### config.mk
export PLATFORM = sky130hd
export DESIGN_NAME = module_display_arbiter
export DESIGN_NICKNAME = d
export VERILOG_FILES = /design/src/rtl/display_arb_pkg.sv /design/src/rtl/module_rr_picker.sv /design/src/rtl/module_display_arbiter.sv
export SDC_FILE = /design/constraint.sdc
export NUM_CORES = 1
export LEC_CHECK = 0
export CORE_ASPECT_RATIO = 0.6
export CORE_MARGIN = 2
export CORE_UTILIZATION = 40
export CTS_BUF_LIST = sky130_fd_sc_hd__clkbuf_8
export CTS_CLUSTER_SIZE = 14
export DETAILED_ROUTE_END_ITERATION = 10
export GPL_ROUTABILITY_DRIVEN = 0
export PLACE_DENSITY = 0.77
export SLEW_MARGIN = 20
export SYNTH_ARGS = -nofsm -noshare
export SYNTH_HDL_FRONTEND = slang
export SYNTH_SLANG_ARGS = --single-unit
### constraint.sdc
create_clock -name clk_10Mhz_i -period 5.36 [get_ports clk_10Mhz_i]
set_input_delay 0.536 -clock clk_10Mhz_i [delete_from_list [all_inputs] [get_ports clk_10Mhz_i]]
set_output_delay 0.536 -clock clk_10Mhz_i [all_outputs]
set_load 0.005 [all_outputs]
### src/rtl/display_arb_pkg.sv
// -----------------------------------------------------------------------------
// display_arb_pkg
// Shared definitions for the 7-segment display arbiter.
//   arb_state_t   : arbiter FSM states (IDLE / HOLD / OPEN)
//   CLK_FREQ_HZ   : system clock frequency. The default hold time is one
//                   second, which is CLK_FREQ_HZ cycles.
//   DEFAULT_N_REQ : default number of requesters
// -----------------------------------------------------------------------------
package display_arb_pkg;

   typedef enum logic [1:0] {
      IDLE = 2'd0,   // nobody owns the display
      HOLD = 2'd1,   // owner inside its minimum grant window, not preemptable
      OPEN = 2'd2    // minimum window served, owner yields to any other request
   } arb_state_t;

   localparam int CLK_FREQ_HZ   = 10_000_000;
   localparam int DEFAULT_N_REQ = 4;

endpackage

### src/rtl/module_rr_picker.sv
// -----------------------------------------------------------------------------
// module_rr_picker
// Combinational round-robin selector. It returns the first set bit of req at
// or after index ptr, and wraps modulo N_REQ.
// Ports:
//   req   [N_REQ-1:0]         candidate request vector
//   ptr   [$clog2(N_REQ)-1:0] search start index (0..N_REQ-1)
//   idx   [$clog2(N_REQ)-1:0] selected index (0 when nothing is found)
//   found                     high when any bit of req is set
// -----------------------------------------------------------------------------
module module_rr_picker
   import display_arb_pkg::*;
#(
   parameter int N_REQ = DEFAULT_N_REQ
)(
   input  logic [N_REQ-1:0]         req,
   input  logic [$clog2(N_REQ)-1:0] ptr,
   output logic [$clog2(N_REQ)-1:0] idx,
   output logic                     found
);

   localparam int IDX_W = $clog2(N_REQ);

   int pos;

   // The loop walks from the furthest offset back to the nearest one.
   // The last hit written is therefore the one closest to ptr.
   always_comb begin
      idx   = '0;
      found = 1'b0;
      pos   = 0;
      for (int k = N_REQ - 1; k >= 0; k--) begin
         pos = int'(ptr) + k;
         if (pos >= N_REQ) begin
            pos = pos - N_REQ;
         end
         if (req[IDX_W'(pos)]) begin
            idx   = IDX_W'(pos);
            found = 1'b1;
         end
      end
   end

endmodule

### src/rtl/module_display_arbiter.sv
// -----------------------------------------------------------------------------
// module_display_arbiter
// Round-robin arbiter that gives N_REQ requesters shared use of one 7-segment
// display controller. A new owner keeps the display for at least HOLD_CYCLES
// clocks. After that, any other request takes ownership directly, with no
// idle cycle between the two owners.
// Optional feature: define DISPLAY_ARB_PREEMPT_EN to let requester 0 preempt
// any other owner immediately, even inside the hold window.
// Ports:
//   clk_10Mhz_i     system clock, rising edge
//   reset_n_i       asynchronous active-low reset
//   req_i           [N_REQ]    level requests
//   data_i          [N_REQ*32] requester k value at [32k+31:32k]
//   gnt_o           [N_REQ]    one-hot grant or zero
//   owner_o         index of current / last owner
//   display_o       [32]       registered value of the owner's data
//   display_valid_o high while any grant is active
// -----------------------------------------------------------------------------
module module_display_arbiter
   import display_arb_pkg::*;
#(
   parameter int N_REQ       = DEFAULT_N_REQ,
   parameter int HOLD_CYCLES = CLK_FREQ_HZ,
   parameter int HOLD_BITS   = 24
)(
   input  logic                     clk_10Mhz_i,
   input  logic                     reset_n_i,
   input  logic [N_REQ-1:0]         req_i,
   input  logic [N_REQ*32-1:0]      data_i,
   output logic [N_REQ-1:0]         gnt_o,
   output logic [$clog2(N_REQ)-1:0] owner_o,
   output logic [31:0]              display_o,
   output logic                     display_valid_o
);

   localparam int OWNER_W = $clog2(N_REQ);

   arb_state_t           state_reg,   state_next;
   logic [N_REQ-1:0]     gnt_reg,     gnt_next;
   logic [OWNER_W-1:0]   owner_reg,   owner_next;
   logic [OWNER_W-1:0]   ptr_reg,     ptr_next;
   logic [HOLD_BITS-1:0] cnt_reg,     cnt_next;
   logic [31:0]          display_reg, display_next;

   logic [31:0]          data_slice [N_REQ];
   logic [N_REQ-1:0]     pick_req;
   logic [OWNER_W-1:0]   pick_idx;
   logic                 pick_found;
   logic                 owner_req;
   logic                 hold_done;
   logic                 do_grant;
   logic [OWNER_W-1:0]   grant_idx;

   genvar gi;
   generate
      for (gi = 0; gi < N_REQ; gi++) begin : g_slice
         assign data_slice[gi] = data_i[32*gi +: 32];
      end
   endgenerate

   // The owner is masked out of the candidate set, so the picker sees only
   // the other requesters. The pointer always sits just after the owner.
   // A handoff therefore follows round-robin order. In IDLE gnt_reg is zero,
   // so every request is a candidate.
   assign pick_req  = req_i & ~gnt_reg;
   assign owner_req = |(req_i & gnt_reg);
   assign hold_done = (cnt_reg == HOLD_BITS'(HOLD_CYCLES - 1));

   module_rr_picker #(
      .N_REQ (N_REQ)
   ) u_picker (
      .req   (pick_req),
      .ptr   (ptr_reg),
      .idx   (pick_idx),
      .found (pick_found)
   );

   always_comb begin
      state_next   = state_reg;
      gnt_next     = gnt_reg;
      owner_next   = owner_reg;
      ptr_next     = ptr_reg;
      cnt_next     = cnt_reg;
      do_grant     = 1'b0;
      grant_idx    = pick_idx;
      display_next = (|gnt_reg) ? data_slice[owner_reg] : display_reg;

      case (state_reg)
         IDLE: begin
            if (pick_found) begin
               do_grant = 1'b1;
            end
         end
         HOLD, OPEN: begin
`ifdef DISPLAY_ARB_PREEMPT_EN
            if (req_i[0] && (owner_reg != '0)) begin
               do_grant  = 1'b1;
               grant_idx = '0;
            end else
`endif
            if (!owner_req) begin
               // The owner let go. Hand off directly, or go idle.
               if (pick_found) begin
                  do_grant = 1'b1;
               end else begin
                  state_next = IDLE;
                  gnt_next   = '0;
               end
            end else if ((state_reg == OPEN) || hold_done) begin
               // On the last hold cycle the window has been served. The
               // arbiter then behaves as OPEN at this edge, so the owner
               // keeps the display for exactly HOLD_CYCLES clocks.
               if (pick_found) begin
                  do_grant = 1'b1;
               end else begin
                  state_next = OPEN;
               end
            end else begin
               cnt_next = cnt_reg + 1'b1;
            end
         end
         default: begin
            state_next = IDLE;
            gnt_next   = '0;
         end
      endcase

      if (do_grant) begin
         state_next          = HOLD;
         cnt_next            = '0;
         owner_next          = grant_idx;
         gnt_next            = '0;
         gnt_next[grant_idx] = 1'b1;
         ptr_next            = (grant_idx == OWNER_W'(N_REQ - 1)) ? '0 : grant_idx + 1'b1;
      end
   end

   always_ff @(posedge clk_10Mhz_i or negedge reset_n_i) begin
      if (!reset_n_i) begin
         state_reg   <= IDLE;
         gnt_reg     <= '0;
         owner_reg   <= '0;
         ptr_reg     <= '0;
         cnt_reg     <= '0;
         display_reg <= 32'h0;
      end else begin
         state_reg   <= state_next;
         gnt_reg     <= gnt_next;
         owner_reg   <= owner_next;
         ptr_reg     <= ptr_next;
         cnt_reg     <= cnt_next;
         display_reg <= display_next;
      end
   end

   assign gnt_o           = gnt_reg;
   assign owner_o         = owner_reg;
   assign display_o       = display_reg;
   assign display_valid_o = |gnt_reg;

endmodule

==> reports/results.ini <==
[clock_tree]
cts.path.max_buffers=2
clk_pin_slew_ns=0.08
cts_hold_buf=0
cts_setup_buffers=0
cts_resized=0
root_buffer=clkbuf_8
cts_buffers=9
cts_tree=built
clk_latency_ns=0.35
cts.sinks=66
cts-htree-levels=3

[critical_path]
path_class=flip-flop to flip-flop
critPathArrivalTime_ns=3.30
worst_setup_path_end_kind=flip-flop
critPathMaxFanout=26
start_kind=flip-flop
cp.required_ns=5.60

[timing]
hold_ws_ns=0.3467
fin_skew_ns=0.007210
min_period_ns=3.067
slew_headroom=0.4268
tns_ns=0
final_min_period_over_clock_period=0.5722
setup-violations-final=0
max_freq_mhz=326.1
worst_slew_pin_slew_ns=0.8519
rsz0062_at_grt=false
maxSlewViolCount=0
final_hold_viol_count=0

[synth]
synth_edf_count=0
yosys.cell_types.count=48
synth-main-ff-cell=dfrtp_1
synthTopCellsByArea=dfrtp_1, mux4_2, mux2_2
yosysSeqAreaShare=0.4161
async_flop_share=1.000
yosys_warnings=0
syn_avg_cell_area_um2=12.44
ys_top_cells_by_count=dfrtp_1, mux2_2, mux4_2
synth_most_common_cell=dfrtp_1
yosysTopAreaCellShare=0.4161
synth_area_um2=3969
syn-num-nets=461
syn_inst=319
synth_area_leader_cell=dfrtp_1
ys_ff_latch=66

[power_and_ir_drop]
vdd_drop_max_uv=340.2
p_leak_nw=2.265
totalPowerFinal_mw=2.667
powerDensity_nw_per_um2=443.8

[global_route]
overflow=0
grt_pass1_vias=3365
grt_max_degree=67
grt_pass1_wl_um=16840
antenna_found_initial=0
grt_usage=0.2032

[detailed_routing]
wl_um=10970
drt_iter0_markers=227
ant_nets=0
drcViolationCount=0
wl_per_cell_um=17.43
firstDrtPassIters=4
vias_per_cell=5.491
vias=3454

[finish]
nNetsFinal=631
largest_reg_flops=32
diodes=0
area_delta_synth_final_pct=51.39
final_area_um2=6008
fillers=798
drive_gt1_frac=0.1943

[floorplanning]
dieWidth_um=132.6
io_pins=173
start_util=0.4075
num_rows=28
fp.dieH_um=81.16
coreArea_um2=9739
die-area_um2=10760

[place]
post_dp_cell_area_um2=5816
port_buffers=172
dp_hpwl_um=8430

[job]
cap_violations=0

[hold_path]
hp-class=primary input to asynchronous set/reset pin

[outcome]
status=finished clean

placed cells by master (no fill, tap or decap), types with 2 or more instances in the layout:
master,Yosys,final
o21a_1,6,6
clkinvlp_4,0,2
a211oi_1,3,3
nand3_1,9,9
nand2b_1,5,5
nand2_1,10,10
mux2i_1,2,2
inv_1,12,12
nor3_1,4,4
o2111ai_1,5,5
a22o_1,5,5
ha_1,8,8
a22oi_1,2,2
nand4_1,5,5
xor2_1,5,5
clkinv_2,0,3
clkdlybuf4s50_1,0,171
o21ai_0,11,11
a21oi_1,17,17
or4_1,5,5
nor2_1,8,8
a2bb2oi_1,2,2
nor4_1,7,6
o31a_1,3,3
o211ai_1,3,3
nor4bb_1,2,2
mux4_2,32,32
buf_4,2,5
xnor2_1,2,2
or3_1,9,9
mux2_2,35,35
dfrtp_1,66,65
clkbuf_8,0,9
o31ai_1,4,4
worst paths after layout:
kind                               from            to  slack (ns)  depth (start not counted)
max                          cnt_reg[0]    owner_o[0]        2.29                          6
min                           reset_n_i  display_o[2]        0.35                          2
max reg2reg                  cnt_reg[0]    owner_o[0]        2.29                          6
min reg2reg                display_o[3]  display_o[3]        0.51                          1
max in group asynchronous     reset_n_i    owner_o[0]        4.39                          2
min in group clk_10Mhz_i   display_o[3]  display_o[3]        0.51                          1
final cells by class:
cell class,count,area (um2),share of cell area
Multi-Input combinational cell,223,2195,0.3653
Timing Repair Buffer,177,1754,0.2920
Sequential cell,66,1653,0.2751
Tap cell,135,168.9,0.02811
Clock buffer,9,123.9,0.02062
Clock inverter,7,68.82,0.01145
Inverter,12,45.04,0.007497
logic make-up after synthesis:
| group | Yosys count | share of synthesized area |
|---|---|---|
| flops | 66 | 0.4161 |
| compound gates | 70 | 0.1252 |
| fa+ha+maj | 8 | 0.02522 |
| xor+xnor | 7 | 0.01545 |
| simple gates | 69 | 0.09962 |
| mux | 69 | 0.2859 |
| buf+inv | 30 | 0.03247 |
where the power goes:
group | switching, mW | total (mW) | internal (mW)
Clock | 0.199 | 0.412 | 0.213
Combinational | 0.589 | 1.47 | 0.878
Sequential | 0.118 | 0.788 | 0.670
Total | 0.905 | 2.67 | 1.76
routing by layer:
layer  wire length (um)  track usage  vias to the layer above  share of wire
met5                  0            0                        -              0
met4                174      0.06989                        0          0.016
met3                706      0.06117                       18          0.064
met2               5656       0.3461                      122           0.52
met1               4429       0.2511                     1721           0.40
li1                   -            -                     1593              -
stage by stage:
step                utilization  instances  setup WS [ns]
floorplan                     -        319          3.009
global placement         0.5971        613          2.427
detailed placement       0.5971        613          2.343
CTS                      0.6169        629          2.322
global route             0.6169        629          2.128
finish                   0.6169        629          2.293
critical path, cell delays in order, from the launching register on:
cell,delay (ns)
dfrtp_1,0.43
ha_1,0.22
nand3_2,0.17
or4_1,0.78
o21a_4,0.32
o21ai_4,0.61
mux2_2,0.41
No activity file was read; power rests on OpenSTA's default activity.
